$ cat config.mk
export PLATFORM = sky130hd
export DESIGN_NAME = gray_counter
export DESIGN_NICKNAME = d
export VERILOG_FILES = /design/src/rtl/gray_counter.sv
export SDC_FILE = /design/constraint.sdc
export NUM_CORES = 1
export LEC_CHECK = 0
export CORE_AREA = 2 2 39 41
export DETAILED_ROUTE_END_ITERATION = 10
export DIE_AREA = 0 0 41 43
export PLACE_DENSITY = 0.68
export SLEW_MARGIN = 0
export SYNTH_ARGS = -nofsm -noshare
export SYNTH_HDL_FRONTEND = slang
export SYNTH_SLANG_ARGS = --single-unit
$ cat constraint.sdc
create_clock -name clk -period 2 [get_ports clk]
set_clock_uncertainty 0.1 [all_clocks]
set_input_delay 0.4 -clock clk [delete_from_list [all_inputs] [get_ports clk]]
set_output_delay 0.4 -clock clk [all_outputs]
set_load 0.02 [all_outputs]
$ cat src/rtl/gray_counter.sv
// Up/down binary counter with a registered reflected-binary Gray view.
// bin and gray are both registered from the same next-state value, so they
// always change on the same edge and gray has no combinational input path.
module gray_counter #(
  parameter int unsigned WIDTH = 4
) (
  input  logic             clk,
  input  logic             rst_n,
  input  logic             en,
  input  logic             up_dn,
  input  logic             load,
  input  logic [WIDTH-1:0] load_bin,
  output logic [WIDTH-1:0] bin,
  output logic [WIDTH-1:0] gray,
  output logic             step,
  output logic             wrap
);

  logic [WIDTH-1:0] bin_q, bin_d;
  logic [WIDTH-1:0] gray_q, gray_d;
  logic             step_q, step_d;
  logic             wrap_q, wrap_d;

  // Next-state: load beats counting; counting wraps modulo 2^WIDTH.
  always_comb begin
    bin_d  = bin_q;
    step_d = 1'b0;
    wrap_d = 1'b0;
    if (load) begin
      bin_d = load_bin;
    end else if (en) begin
      step_d = 1'b1;
      if (up_dn) begin
        bin_d  = bin_q + WIDTH'(1);
        wrap_d = &bin_q;
      end else begin
        bin_d  = bin_q - WIDTH'(1);
        wrap_d = ~|bin_q;
      end
    end
    // Gray is encoded from the next binary value, not the current one.
    gray_d = bin_d ^ (bin_d >> 1);
  end

  // State registers with asynchronous active-low reset.
  always_ff @(posedge clk or negedge rst_n) begin
    if (!rst_n) begin
      bin_q  <= '0;
      gray_q <= '0;
      step_q <= 1'b0;
      wrap_q <= 1'b0;
    end else begin
      bin_q  <= bin_d;
      gray_q <= gray_d;
      step_q <= step_d;
      wrap_q <= wrap_d;
    end
  end

  assign bin  = bin_q;
  assign gray = gray_q;
  assign step = step_q;
  assign wrap = wrap_q;

endmodule

* After elaboration in Yosys (flattened, before gate mapping)
Index checks and enable logic that the tools add are counted.
** Storage, ports and cells
- Bits in writable memories :: 0
- Bits in latches :: 0
- ROM bits :: 0
- Output and inout bits :: 10
- Input bits :: 9
- Memories :: 0
- Bits in registers :: 10
- Word-level logic and storage cells :: 18
** Cells by class
- Bitwise gates (word level) :: 1
- Magnitude comparators :: 0
- Reductions and logical operators :: 3
- Add/subtract/negate cells :: 2
- Shift-type cells :: 0
- $mul :: 0
- Divide/modulo/power cells :: 0
- Mux-type cells :: 8
- Equality and inequality tests :: 0
** Operator list (count)
- 2-to-1 mux 4 bit :: 3
- 2-to-1 mux 1 bit :: 5
- adder 4 x 1 -> 4 bit (second input constant) :: 1
- AND reduction 4 bit :: 1
- OR reduction 4 bit :: 1
- subtractor 4 x 1 -> 4 bit (second input constant) :: 1
- bitwise XOR 4 x 3 -> 4 bit :: 1
- zero test 1 bit :: 1

* Logic depth before layout (Yosys ltp)
Gate-level depths: netlist of run 1.
- Depth after elaboration :: 5
- Mapped depth :: 6
- Gate-level depth less buffers :: 6

* Worst setup path before layout of run 1
Ideal clock, no wire load.
- Path kind :: register to register
- Start :: register bin_q[2], in the netlist bin[2]
- End :: register gray_q[2], in the netlist gray[2]
- Cell stages (with the launch flop) :: 6
- Required time :: 1.768 ns
- Arrival :: 1.576 ns
- Setup slack :: 0.192 ns
- Path through :: dfrtp_1 ha_1 nand3_1 and4b_1 or3_4 xor2_1
** Between the ends
- Cells in the longest elaborated chain, start to end :: 5
** RTL lines
- from (decl) :: RTL line 19 : logic [WIDTH-1:0] bin_q, bin_d;
- from (signal assigned) :: RTL line 53 : bin_q <= bin_d;
- subtractor 4 x 1 -> 4 bit or adder 4 x 1 -> 4 bit (tied branches) :: RTL line 37, 34
- 2-to-1 mux 4 bit * :: RTL line 33 : if (up_dn) begin
- 2-to-1 mux 4 bit * :: RTL line 31 : end else if (en) begin
- 2-to-1 mux 4 bit * :: RTL line 29 : if (load) begin
- net bin_d[3] :: RTL line 19
- bitwise XOR 4 x 3 -> 4 bit * :: RTL line 42 : gray_d = bin_d ^ (bin_d >> 1);
- net gray_d[2] :: RTL line 20 : logic [WIDTH-1:0] gray_q, gray_d;
- to (signal assigned) :: RTL line 54 : gray_q <= gray_d;
- to (decl) :: RTL line 20
Mark *: on every way through the listed nets, which the timed path passes. The rest lies on a longest branch.

* Final worst setup path of run 1
- Start :: register bin_q[0], in the netlist bin[0]
- End :: output port bin[0]
** RTL lines
- to (decl) :: RTL line 13 : output logic [WIDTH-1:0] bin,
No word-level cell between the ends.

==> results of run 1 <==
worst max path at each step:
stage / start / cells after the start / slack, ns / end
after floorplan: bin[2] / 5 / 0.19 / gray[2]
after global placement: up_dn / 7 / -0.33 / gray[2]
after detailed placement: up_dn / 7 / -0.37 / gray[2]
after CTS: bin[0] / 2 / 0.07 / bin[0]
after global routing: bin[0] / 2 / 0.03 / bin[0]
final: bin[0] / 2 / 0.08 / bin[0]
repair_timing:
| item | 4_1_cts | 5_1_grt |
|---|---|---|
| gates resized for setup | 5 | 0 |
| buffers inserted | 0 | 0 |
| setup endpoints to repair | 2 | 0 |
report_power, final:
| group | switching, W | total (W) | internal (W) | leakage [nW] |
|---|---|---|---|---|
| Clock | 0.0000596 | 0.000136 | 0.0000766 | 0.0150 |
| Combinational | 0.000130 | 0.000278 | 0.000149 | 0.228 |
| Sequential | 0.0000264 | 0.000241 | 0.000215 | 0.110 |
| Total | 0.000216 | 0.000656 | 0.000440 | 0.353 |
kinds of logic (layout without fill, tap and decap cells):
logic type / Yosys count / in the layout / synth area share (%)
DFF: 9 / 9 / 46.0
xor gates and xnor gates: 6 / 6 / 10.7
muxes: 2 / 2 / 4.09
and+or+nand+nor: 12 / 12 / 15.6
adders and majority gates: 3 / 3 / 9.21
buffers and inverters: 5 / 33 / 5.37
AOI/OAI and AO/OA: 7 / 7 / 8.95
layer usage:
metal  vias to the layer above  part of all wire [%]  global-route usage (%)
met5                         -                     0                       0
li1                        205                     -                       -
met3                         2                   5.9                    6.28
met1                       194                    41                    18.6
met4                         0                   1.2                    6.00
met2                        17                    51                    25.0
per-stage QoR:
stage / setup WS (ns) / setup TNS [ns]
3_3_place_gp: -0.327 / -1.30
3_5_place_dp: -0.367 / -1.51
2_1_floorplan: 0.192 / 0
6_report: 0.0824 / 0
5_1_grt: 0.0338 / 0
4_1_cts: 0.0713 / 0
registers in the layout, summed over array words and instances, names as in the netlist:
register and count:
bin 4, gray 3, wrap 1, step 1
layout make-up:
| class | count | area, sq um | share of cell area, % |
|---|---|---|---|
| Inverter | 3 | 11.3 | 1.45 |
| Tap cell | 16 | 20.0 | 2.57 |
| Timing Repair Buffer | 26 | 239 | 30.7 |
| Clock buffer | 4 | 26.3 | 3.38 |
| Multi-Input combinational cell | 30 | 256 | 33.0 |
| Sequential cell | 9 | 225 | 28.9 |
critical path: stages (launching register included):
cell and delay, ns:
dfrtp_1 0.39, buf_4 0.16, clkdlybuf4s50_1 0.60
placed cells by master (no fill, tap or decap), types with 2 or more instances in the layout:
master and n:
clkdlybuf4s50_1 17, inv_1 2, dfrtp_1 9, nor2_1 4, buf_4 8, xor2_1 2
xnor2_1 4, clkbuf_4 3, nand2_1 2, mux2i_1 2
==> results.md, run 1 <==
- Bufs on Longest Clock Path: 2
- Status: completed
- R2R setup slack: 0.24 ns
- Area growth from synthesis to final layout: 59.1%
- Total gr overflow: 0
- CP Launch Type: flop
- Most common cell in the synthesized netlist: dfrtp_1
- IO Pins: 19
- Initial antenna violation count: 0
- Reg-to-reg critical path startpoint: bin[2]
- Worst skew pair latency: 0.26 ns
- Syn nets: 56
- Share of layout cells above drive strength 1: between 20% and 30%
- Dpl cell area: ~730 sq um
- Crit end category: output pin
- Syn Inst Count: 44
- Hpwl dp: ~900 microns
- Starting Density: 35.4%
- Die height: 43 microns
- Critical path class: flop to output pin
- Die Wd: 41 microns
- I/O Buffers: 18
- Final Hold Vio Count: 0
- Post-Place Cells: 84
- #FFs+latches synth: 9
- Unrepaired setup endpoints after global routing: no
- Power per cell area: between 800 and 900 nW/um^2
- Endpoints failing setup: 0
- Slew @ Worst Pin: 0.414 ns
- Gpl congestion: 0.765
- Worst reg2reg endpoint: gray[2]
- Post-synth top area share: 46.0%
- Final Cycle Share: 95.9%
- Post-synth top cells: dfrtp_1 (9), nor2_1 (4), xnor2_1 (4), inv_1 (3)
- CTS tree: yes
- Final wirelength: 1.13 mm
- Via density: about 4.8
- Fill cells: roughly 130
- # diodes: 0
- Gr usage total: around 16%
- Hold buffer count at cts: 0
- FF-to-FF path depth: 5
- Slew Limit Fails: 0
- Main synth FF type: dfrtp_1
- Sequential area share after synthesis: a little under half
- Crit Path Max Fanout: 5
- Wire per inst: 12.9 microns
- Nets: 85
- Static leakage: 0.353 nW
- Final Cell Area: 778 sq um
- Global-route wire length before repair: ~1.8 mm
- Max H-tree Level: 1
- Number of CTS-inserted buffers: 3
- Clock-pin slew on the worst setup and hold paths: approximately 0.06 ns
- Clk sinks: 9
- Num rows: 14
- DIE AREA: 1760 sq um
- Worst Path Arrival: between 1 and 1.5 ns
- Largest net degree at the start of global routing: 10
- Number of global-route vias before repair: 416
- Fmax: around 0.52 GHz
- Worst hold margin: 0.340 ns
- Hold WC Path Type: input pin to asynchronous set/reset pin
- Post-synth EDFFs: 0
- Drc violations: 0
- Via count: 418
- Leading area contributor after synthesis: dfrtp_1
- Util after Layout: a little under three fifths
- Distinct cells, synth: 22
- Ys async rst share: 100%
- Remaining antenna violation count: 0
- Mapped cell area: 489 sq um
- Post-synthesis average cell area: 11.1 sq um
- Drt pass-1 iters: 4
- Total Power: 0.000656 W
- Synth area leaders: dfrtp_1 (46%), xnor2_1 (7.2%), ha_1 (5.1%), fa_1 (4.1%), mux2i_1 (4.1%)
- Finished Layout Cells: 88
- Clk root buf: clkbuf_4
- Max VDD drop: 0.476 mV
- Slew margin rel.: a little over 70%
- Worst Path Required: around 1.5 ns
- CORE AREA: 1380 sq um
- Tmin final: 1.92 ns
- Max cap viols: 0
- Initial drt markers: 8
- Synthesis Warnings: 0
(Power assumes the default switching activity.)
==> inputs of run 2 (changes only) <==
--- a/config.mk
+++ b/config.mk
@@ -9,7 +9,6 @@
 export DETAILED_ROUTE_END_ITERATION = 10
 export DIE_AREA = 0 0 41 43
 export PLACE_DENSITY = 0.68
-export SLEW_MARGIN = 0
 export SYNTH_ARGS = -nofsm -noshare
 export SYNTH_HDL_FRONTEND = slang
 export SYNTH_SLANG_ARGS = --single-unit
==> results of run 2 <==
No change in the layout: final DEF, timing and power equal those of run 1.
